File: config.mk
export PLATFORM = sky130hd
export DESIGN_NAME = sine_table_loader
export DESIGN_NICKNAME = d
export VERILOG_FILES = /design/src/rtl/sine_table_loader.sv
export SDC_FILE = /design/constraint.sdc
export NUM_CORES = 1
export LEC_CHECK = 0
export ABC_CLOCK_PERIOD_IN_PS = 6800
export CAP_MARGIN = 30
export CORE_AREA = 2 2 138 140
export CTS_CLUSTER_SIZE = 10
export DETAILED_ROUTE_END_ITERATION = 7
export DIE_AREA = 0 0 140 142
export SETUP_SLACK_MARGIN = 0.02
export SLEW_MARGIN = 15
export SYNTH_ARGS = -nofsm -noshare
export SYNTH_HDL_FRONTEND = slang
export SYNTH_SLANG_ARGS = --single-unit
File: constraint.sdc
create_clock -name clk -period 6.8 [get_ports clk]
set_input_delay 2.04 -clock clk [delete_from_list [all_inputs] [get_ports clk]]
set_output_delay 2.04 -clock clk [all_outputs]
set_load 0.02 [all_outputs]
File: src/rtl/sine_table_loader.sv
// Loads the 256 x 32-bit DDS sine table from a byte stream into split 16-bit RAMs,
// then reads the whole table back and compares checksums before flagging done/err.
module sine_table_loader #(
  parameter int ADDR_W = 8,
  parameter int CSUM_W = 16
) (
  input  logic              clk,
  input  logic              reset,
  input  logic              start,
  input  logic              in_valid,
  input  logic [7:0]        in_data,
  output logic              in_ready,
  output logic              mem_cs,
  output logic              mem_we,
  output logic [ADDR_W-1:0] mem_addr,
  output logic [15:0]       mem_din_h,
  output logic [15:0]       mem_din_l,
  input  logic [15:0]       mem_dout_h,
  input  logic [15:0]       mem_dout_l,
  output logic              busy,
  output logic              done,
  output logic              err
);

  typedef enum logic [2:0] {
    IDLE, COLLECT, WRITE, VERIFY, VTAIL, DONE_S
  } state_t;

  localparam logic [ADDR_W-1:0] LAST = '1;

  state_t            state, state_nx;
  logic [ADDR_W-1:0] addr_cnt;
  logic [1:0]        byte_cnt;
  logic [31:0]       word;
  logic [CSUM_W-1:0] wr_csum, rd_csum, rd_csum_nx;
  logic              rd_pend;
  logic              done_q, err_q;

  assign mem_addr   = addr_cnt;
  assign mem_din_h  = word[31:16];
  assign mem_din_l  = word[15:0];
  assign done       = done_q;
  assign err        = err_q;
  assign rd_csum_nx = rd_csum + CSUM_W'(mem_dout_h) + CSUM_W'(mem_dout_l);

  always_ff @(posedge clk or posedge reset) begin
    if (reset) state <= IDLE;
    else       state <= state_nx;
  end

  always_comb begin
    state_nx = state;
    in_ready = 1'b0;
    mem_cs   = 1'b0;
    mem_we   = 1'b0;
    busy     = 1'b0;
    unique case (state)
      IDLE: if (start) state_nx = COLLECT;
      COLLECT: begin
        in_ready = 1'b1;
        busy     = 1'b1;
        if (in_valid && byte_cnt == 2'd3) state_nx = WRITE;
      end
      WRITE: begin
        mem_cs   = 1'b1;
        mem_we   = 1'b1;
        busy     = 1'b1;
        state_nx = (addr_cnt == LAST) ? VERIFY : COLLECT;
      end
      VERIFY: begin
        mem_cs = 1'b1;
        busy   = 1'b1;
        if (addr_cnt == LAST) state_nx = VTAIL;
      end
      VTAIL: begin
        busy     = 1'b1;
        state_nx = DONE_S;
      end
      DONE_S:  state_nx = IDLE;
      default: state_nx = IDLE;
    endcase
  end

  // Read data lags its address by one cycle; rd_pend marks a sample due.
  always_ff @(posedge clk or posedge reset) begin
    if (reset) begin
      addr_cnt <= '0;
      byte_cnt <= '0;
      word     <= '0;
      wr_csum  <= '0;
      rd_csum  <= '0;
      rd_pend  <= 1'b0;
      done_q   <= 1'b0;
      err_q    <= 1'b0;
    end else begin
      rd_pend <= (state == VERIFY);
      unique case (state)
        IDLE: if (start) begin
          done_q   <= 1'b0;
          err_q    <= 1'b0;
          addr_cnt <= '0;
          byte_cnt <= '0;
          wr_csum  <= '0;
          rd_csum  <= '0;
        end
        COLLECT: if (in_valid) begin
          word     <= {word[23:0], in_data};
          byte_cnt <= byte_cnt + 2'd1;
        end
        WRITE: begin
          wr_csum  <= wr_csum + CSUM_W'(word[31:16])
                    + CSUM_W'(word[15:0]);
          addr_cnt <= addr_cnt + 1'b1;
        end
        VERIFY: begin
          addr_cnt <= addr_cnt + 1'b1;
          if (rd_pend) rd_csum <= rd_csum_nx;
        end
        VTAIL: begin
          rd_csum <= rd_csum_nx;
          done_q  <= 1'b1;
          err_q   <= (rd_csum_nx != wr_csum);
        end
        default: ;
      endcase
    end
  end

endmodule

## Word level (Yosys, flattened, before mapping)

Index checks and enable logic that the tools add are counted.

| cells by class | value |
|---|---|
| mux-type cells | 21 |
| reduce and logical (&&, ||, !) cells | 16 |
| eq/ne operators | 12 |
| add/sub/neg operators | 6 |

Operators with widths:

| cell | count |
|---|---|
| $add 16x16->16 | 4 |
| $pmux 16 s3 | 1 |
| $mux 16 | 2 |
| $pmux 16 s2 | 1 |
| $ne 16x16->1 | 1 |
| $pmux 8 s2 | 1 |
| $pmux 3 s5 | 1 |
| $ne 2x2->1 const B | 5 |
| $mux 3 | 3 |
| $reduce_and 3->1 | 3 |
| $add 8x1->8 const B | 1 |
| $eq 8x8->1 const B | 1 |
| $mux 8 | 1 |
| $reduce_and 2->1 | 4 |
| $reduce_bool 2->1 | 4 |
| $eq 3x2->1 const B | 2 |
| $mux 2 | 3 |
| $mux 1 | 5 |
| $pmux 1 s2 | 2 |
| $pmux 2 s2 | 1 |
| $reduce_or 4->1 | 1 |
| $eq 3x1->1 const B | 1 |
| $eq 3x3->1 const B | 1 |
| $logic_not 3->1 | 1 |
| 5 further kinds | 5 |

| storage, ports and cells | value |
|---|---|
| register bits after elaboration | 80 |
| output and inout port bits | 46 |

## Logic depth before layout (Yosys ltp)

Gate-level depths: netlist of run 1.

| depth | value |
|---|---|
| depth after elaboration | 4 |
| gate-level depth with buffers | 11 |

## Least setup slack after synthesis of run 1

OpenSTA, ideal clock, no wires.

| timing path | value |
|---|---|
| path kind | input to register |
| from | input mem_dout_h[1] |
| to | register err_q, in the netlist err |
| stages on the path | 11 |
| buffers on the path | 0 |
| data required time | 6.670 ns |
| arrival time | 4.604 ns |
| setup slack | 2.066 ns |
| cell sequence | fa_1 ha_1 fa_1 a211oi_2 o21ai_2 nand2_2 xnor2_1 xor2_1 or4_1 nor4_2 a31oi_1 |

| on the way | value |
|---|---|
| cells in the longest elaborated chain, start to end | 4 |

Ends and longest elaborated chain:

| what | RTL line | text |
|---|---|---|
| start, declared | 18 | `input logic [15:0] mem_dout_h,` |
| $add 16x16->16 (2 in a row) | 44 | `assign rd_csum_nx = rd_csum + CSUM_W'(mem_dout_h) + CSUM_W'(mem_dout_l);` |
| $ne 16x16->1 | 122 | `err_q <= (rd_csum_nx != wr_csum);` |
| $pmux 1 s2 | 97 | `unique case (state)` |
| end signal, assigned | 122 |  |
| end, declared | 37 | `logic done_q, err_q;` |

Every way passes these cells.
A chain may end at the register's enable or synchronous reset.

## Worst setup path after layout of run 1

Ends and elaborated chain as after synthesis.

==> results of run 1 <==
## state kept, by name, indices dropped and copies added (netlist names)
signal	count
state	3
byte_cnt	2
word	32
done	1
err	1
wr_csum	16
mem_addr	8
rd_pend	1
rd_csum	16
## report_power, final
group	total [mW]	internal (mW)	switching [mW]
clock	0.543	0.341	0.202
combinational	2.45	1.18	1.27
sequential	0.891	0.654	0.238
total	3.88	2.17	1.71
## metrics by stage
step	area, sq um	setup slack (ns)
after floorplan	5410	2.07
after global placement	6520	1.37
after detailed placement	6530	1.31
after CTS	6860	1.67
after global routing	6880	1.43
final	6880	1.70
## placed cells by master (no fill, tap or decap), types with 6 or more instances in the layout
master	count
a21o_1	10
a21oi_1	17
a22o_1	33
a31oi_1	6
clkbuf_16	9
clkdlybuf4s50_1	89
dfrtp_1	80
fa_1	32
ha_1	30
inv_1	9
mux2_2	33
nand2_1	22
nand3_1	8
nand4_1	8
nor2_1	28
nor3_1	7
o21ai_0	13
o21ai_1	6
o21bai_1	9
xnor2_1	28
xor2_1	20
## kinds of logic (layout without fill, tap and decap cells)
kind of cell | after synthesis | in the layout | share of synthesized area, %
AOI/OAI and AO/OA | 124 | 124 | 17.0
xor gates and xnor gates | 49 | 49 | 8.07
adders and majority gates | 62 | 62 | 18.8
buffers and inverters | 34 | 120 | 2.52
DFF | 80 | 80 | 37.0
muxes | 35 | 35 | 7.24
and+or+nand+nor | 100 | 100 | 9.36
## cell type report
| type | instances | area (sq um) | area share, % |
|---|---|---|---|
| clock buffers | 11 | 253 | 3.67 |
| clock inverters | 5 | 78.8 | 1.15 |
| inverters | 10 | 38.8 | 0.564 |
| multi-input cells | 370 | 3270 | 47.6 |
| flip-flops and latches | 80 | 2000 | 29.1 |
| well taps | 234 | 293 | 4.26 |
| repair buffers | 94 | 941 | 13.7 |
## cells in the mapped netlist (7+ instances only)
| cell | number |
|---|---|
| clkbuf_1 | 16 |
| a21oi_1 | 17 |
| xor2_1 | 20 |
| mux2_2 | 33 |
| nand3_1 | 8 |
| a22o_1 | 33 |
| ha_1 | 30 |
| nand2_1 | 22 |
| xnor2_1 | 28 |
| dfrtp_1 | 80 |
| a21o_1 | 10 |
| buf_2 | 7 |
| nor3_1 | 7 |
| o21bai_1 | 9 |
| fa_1 | 32 |
| nand4_1 | 8 |
| o21ai_0 | 13 |
| nor2_1 | 28 |
| inv_1 | 10 |
## final timing paths
kind	endpoint	from	slack (ns)
max	err	mem_dout_h[1]	1.70
min	done	done	0.50
max reg2reg	err	rd_csum[1]	3.47
min reg2reg	done	done	0.50
max in group asynchronous	state[0]	reset	3.80
min in group asynchronous	word[15]	reset	2.03
## worst max-delay path: cells and delay by family
| family | cells | cell delay, ns |
|---|---|---|
| buf+inv | 1 | 0.43 |
| compound gates | 4 | 0.99 |
| fa+ha+maj | 3 | 1.15 |
| simple gates | 4 | 0.74 |
## metal layers
metal / wire length, um / up-vias / track usage [%]
met5: 0 / - / 0
met4: 188 / 0 / 4.73
met3: 599 / 16 / 3.53
met2: 6330 / 99 / 23.2
met1: 6330 / 2013 / 19.4
li1: - / 1940 / -
==> impl_metrics.env, run 1 <==
export IMPL_yosys_top_cells_area="dfrtp_1, fa_1, ha_1, mux2_2, a22o_1"
export IMPL_violations="design-rule violations"
export IMPL_routed_wirelength_um=13500
export IMPL_hpwl_um=10300
export IMPL_count_of_unresolved_drc_violations_after_routing=4
export IMPL_final_setup_skew_ns=0.00909
export IMPL_synth_warning_count=0
export IMPL_drt_iter0_drc=200
export IMPL_cts_buffers=9
export IMPL_crit_slowest_cell="fa_1"
export IMPL_finalSetupViolations=0
export IMPL_syn_instance_count=484
export IMPL_fp_row_count=50
export IMPL_drt_antenna_violating_nets=0
export IMPL_vias=4068
export IMPL_power_per_cell_area_nw_per_um2=565
export IMPL_crit_chain="clkdlybuf4s50_1, fa_1, ha_1, fa_1, a211oi_2, o21ai_2, a41oi_2, nor2b_2, or4_1, nand4_1, nor4_2, a31oi_1"
export IMPL_die_width_um=140
export IMPL_finalHoldViolations=0
export IMPL_cts_repair_resize_count=0
export IMPL_synthDominantAreaCellType="dfrtp_1"
export IMPL_via_count_of_the_first_global_routing_pass=4288
export IMPL_layout_area_overhead_vs_synth_pct=27.1
export IMPL_grt_start_max_net_pins=50
export IMPL_synth_edff_count=0
export IMPL_syn_cell_area_sq_um=5410
export IMPL_tritoncts="yes"
export IMPL_wire_length_of_the_first_global_routing_pass_um=22600
export IMPL_number_of_antenna_violations_at_the_first_check_in_global_routing=0
export IMPL_fillCellCount=1764
export IMPL_coreArea_sq_um=18500
export IMPL_clkTransAtPathRegs_ns=0.06
export IMPL_finish_net_count=671
export IMPL_fmaxAchievable_mhz=196
export IMPL_synth_nets=590
export IMPL_vias_per_cell=5.06
export IMPL_avgSynthCellArea_sq_um=11.2
export IMPL_clock_sink_count=80
export IMPL_unrepaired_setup_endpoints_after_global_routing="no"
export IMPL_post_route_util_pct=37.3
export IMPL_vdd_drop_max_v=0.000303
export IMPL_drt_first_pass_iters=8
export IMPL_slew_headroom_pct=48.5
export IMPL_layoutNonFillerInstCount=804
export IMPL_placement_io_buffers=89
export IMPL_floorplan_initialDensity_pct=29.3
export IMPL_r2r_worst_path_cells=11
export IMPL_yosysSeqAreaShare_pct=37.0
export IMPL_post_place_cells=787
export IMPL_post_cts_buffers=0
export IMPL_drv_max_cap_violation_count=0
export IMPL_p_leak_nw=2.99
export IMPL_finalCritPeriodShare_pct=75.1
export IMPL_timing_critical_path_required_ns=7.06
export IMPL_clock_latency_ns=0.35
export IMPL_timing_critical_path_to_type="flop"
export IMPL_post_synth_top_area_fraction_pct=37.0
export IMPL_synth_ff_latch_count=80
export IMPL_crit_fanout=4
export IMPL_synth_main_ff_cell="dfrtp_1"
export IMPL_worstPathArrival_ns=5.36
export IMPL_holdPathStages=2
export IMPL_hold_ws_ns=0.498
export IMPL_track_usage_pct=14.5
export IMPL_final_max_slew_viol_count=0
export IMPL_cts_htree_levels=3
export IMPL_finalCriticalPeriod_ns=5.10
export IMPL_post_route_cells_drive_above_1_share_pct=11.9
export IMPL_die_height_um=142
export IMPL_tightestPinTransition_ns=0.773
export IMPL_ios=90
export IMPL_critical_path_top_cell_by_count="fa_1"
export IMPL_asyncSetResetFlopFracSynth_pct=100
export IMPL_critical_path_startpoint_type="input port"
export IMPL_slowest_delay_ns=0.49
export IMPL_timing_worst_setup_path_type="input port to flop"
export IMPL_drt_wirelength_per_cell_um=16.7
export IMPL_power_total_mw=3.88
export IMPL_gp_congestion=0.809
export IMPL_floorplan_die_area_sq_um=19900
export IMPL_ctsRootBufferMaster="clkbuf_16"
export IMPL_run_status="complete, but fails checks"
export IMPL_setup_tns_final_ns=0
export IMPL_grt_total_ovfl=0
export IMPL_yosysUniqueCellTypes=56
export IMPL_clock_path_buffers=2
export IMPL_hold_class="flop to flop"
export IMPL_diodes_inserted=0
export IMPL_cts_hold_buffers_added=0
(Power assumes the default switching activity.)
==> inputs of run 2 (changes only) <==
--- a/config.mk
+++ b/config.mk
@@ -5,7 +5,7 @@
 export SDC_FILE = /design/constraint.sdc
 export NUM_CORES = 1
 export LEC_CHECK = 0
-export ABC_CLOCK_PERIOD_IN_PS = 6800
+export ABC_CLOCK_PERIOD_IN_PS = 5290
 export CAP_MARGIN = 30
 export CORE_AREA = 2 2 138 140
 export CTS_CLUSTER_SIZE = 10
==> constraint.sdc (replaced) <==
create_clock -name clk -period 5.29 [get_ports clk]
set_input_delay 1.587 -clock clk [delete_from_list [all_inputs] [get_ports clk]]
set_output_delay 1.587 -clock clk [all_outputs]
set_load 0.02 [all_outputs]
==> impl_metrics.env, run 2 (synthesized netlist as in run 1, its figures left out) <==
export IMPL_fillCellCount=1755
export IMPL_hpwl_um=10500
export IMPL_track_usage_pct=14.2
export IMPL_drt_wirelength_per_cell_um=16.9
export IMPL_holdPathStages=2
export IMPL_count_of_unresolved_drc_violations_after_routing=4
export IMPL_cts_hold_buffers_added=0
export IMPL_grt_start_max_net_pins=42
export IMPL_ios=90
export IMPL_routed_wirelength_um=13500
export IMPL_slowest_delay_ns=0.54
export IMPL_tritoncts="yes"
export IMPL_ctsRootBufferMaster="clkbuf_16"
export IMPL_timing_critical_path_from="mem_dout_h[1]"
export IMPL_drt_antenna_violating_nets=0
export IMPL_post_place_cells=788
export IMPL_layout_area_overhead_vs_synth_pct=26.1
export IMPL_layout_cells_most_common="clkdlybuf4s50_1"
export IMPL_die_width_um=140
export IMPL_diodes_inserted=0
export IMPL_timing_worst_setup_path_type="input port to flop"
export IMPL_r2r_worst_path_cells=11
export IMPL_most_common_layout_cells="clkdlybuf4s50_1, dfrtp_1, mux2_2, a22o_1, fa_1"
export IMPL_drt_iter0_drc=239
export IMPL_drt_first_pass_iters=8
export IMPL_unrepaired_setup_endpoints_after_global_routing="no"
export IMPL_worstPathArrival_ns=4.88
export IMPL_drv_max_cap_violation_count=0
export IMPL_regToRegEndpoint="err"
export IMPL_hold_path_startpoint="done"
export IMPL_post_route_cells_drive_above_1_share_pct=11.6
export IMPL_hold_class="flop to flop"
export IMPL_post_route_util_pct=37.0
export IMPL_vias=4062
export IMPL_tightestPinTransition_ns=0.834
export IMPL_clock_sink_count=80
export IMPL_finish_instance_area_sq_um=6820
export IMPL_layoutNonFillerInstCount=803
export IMPL_r2r_setup_slack_ns=1.95
export IMPL_fp_row_count=50
export IMPL_critical_path_startpoint_type="input port"
export IMPL_final_max_slew_viol_count=0
export IMPL_finalHoldViolations=0
export IMPL_worst_path_dominant_cell_family="adder cells"
export IMPL_vdd_drop_max_v=0.000348
export IMPL_slew_headroom_pct=44.0
export IMPL_p_leak_nw=2.96
export IMPL_crit_slowest_cell="or4_1"
export IMPL_clock_latency_ns=0.34
export IMPL_finalCriticalPeriod_ns=4.66
export IMPL_critical_path_reg2reg_startpoint="rd_csum[1]"
export IMPL_floorplan_initialDensity_pct=29.3
export IMPL_finalCritPeriodShare_pct=88.2
export IMPL_violations="design-rule violations"
export IMPL_floorplan_die_area_sq_um=19900
export IMPL_cts_repair_resize_count=0
export IMPL_crit_chain="clkdlybuf4s50_1, fa_1, ha_1, fa_1, a211oi_2, o21ai_2, nand2_2, xnor2_1, xor2_1, or4_1, nor4_2, a31oi_1"
export IMPL_finish_net_count=671
export IMPL_cts_htree_levels=3
export IMPL_grt_total_ovfl=0
export IMPL_path_buf_inv=1
export IMPL_power_per_cell_area_nw_per_um2=716
export IMPL_gp_congestion=0.840
export IMPL_largest_register="word"
export IMPL_vias_per_cell=5.06
export IMPL_placement_io_buffers=89
export IMPL_setup_tns_final_ns=0
export IMPL_whs_endpoint="done"
export IMPL_finalSetupViolations=0
export IMPL_number_of_antenna_violations_at_the_first_check_in_global_routing=0
export IMPL_timing_critical_path_to_type="flop"
export IMPL_die_height_um=142
export IMPL_wire_length_of_the_first_global_routing_pass_um=22200
export IMPL_final_setup_skew_ns=0.00745
export IMPL_top_registers="word (32), rd_csum (16), wr_csum (16)"
export IMPL_cts_buffers=9
export IMPL_fmaxAchievable_mhz=214
export IMPL_timing_critical_path_required_ns=5.51
export IMPL_post_cts_buffers=0
export IMPL_max_reg_flops=32
export IMPL_clock_path_buffers=2
export IMPL_run_status="complete, but fails checks"
export IMPL_crit_fanout=3
export IMPL_clkTransAtPathRegs_ns=0.06
export IMPL_coreArea_sq_um=18500
export IMPL_critical_path_top_cell_by_count="fa_1"
export IMPL_via_count_of_the_first_global_routing_pass=4221
export IMPL_place_area_sq_um=6550
## run 2: report_power, final
part	switching, mW	total, mW	leakage [nW]	internal [mW]
registers	0.305	1.15	1.02	0.840
logic	1.63	3.15	1.80	1.51
clock network	0.250	0.589	0.134	0.340
total	2.19	4.88	2.96	2.69
## run 2: layer usage
metal  wire length, um  GRT usage (%)  up-vias
li1                  -              -     1924
met3               629           2.96       16
met1              6270           18.7     2009
met5                 0              0        -
met2              6370           23.4      113
met4               266           4.89        0
## run 2: stage by stage
step	setup slack (ns)	hold WS (ns)	power, mW
3_5_place_dp	0.260	0.490	4.31
6_report	0.626	0.483	4.88
5_1_grt	0.449	0.511	5.33
4_1_cts	0.608	0.498	4.93
2_1_floorplan	1.01	0.470	3.42
3_3_place_gp	0.304	0.478	4.22
## run 2: how the worst max path moves through the flow
| stage | endpoint | cells after the start |
|---|---|---|
| CTS | err | 12 |
| global route | err | 12 |
| global placement | err | 12 |
| finish | err | 12 |
| detailed placement | err | 12 |
| floorplan | err | 11 |
## run 2: cell type report
type,instances,area [sq um],share of cell area [%]
clock inverter,3,17.5,0.257
sequential,80,2000,29.3
timing repair buffer,94,941,13.8
multi-input combinational,370,3270,48.0
clock buffer,12,256,3.76
inverter,10,38.8,0.569
tap,234,293,4.29
## run 2: worst min-delay path, cell delays in order, from the launching register on
cell,delay (ns)
dfrtp_1,0.34
nand2_1,0.05
nand2_1,0.06
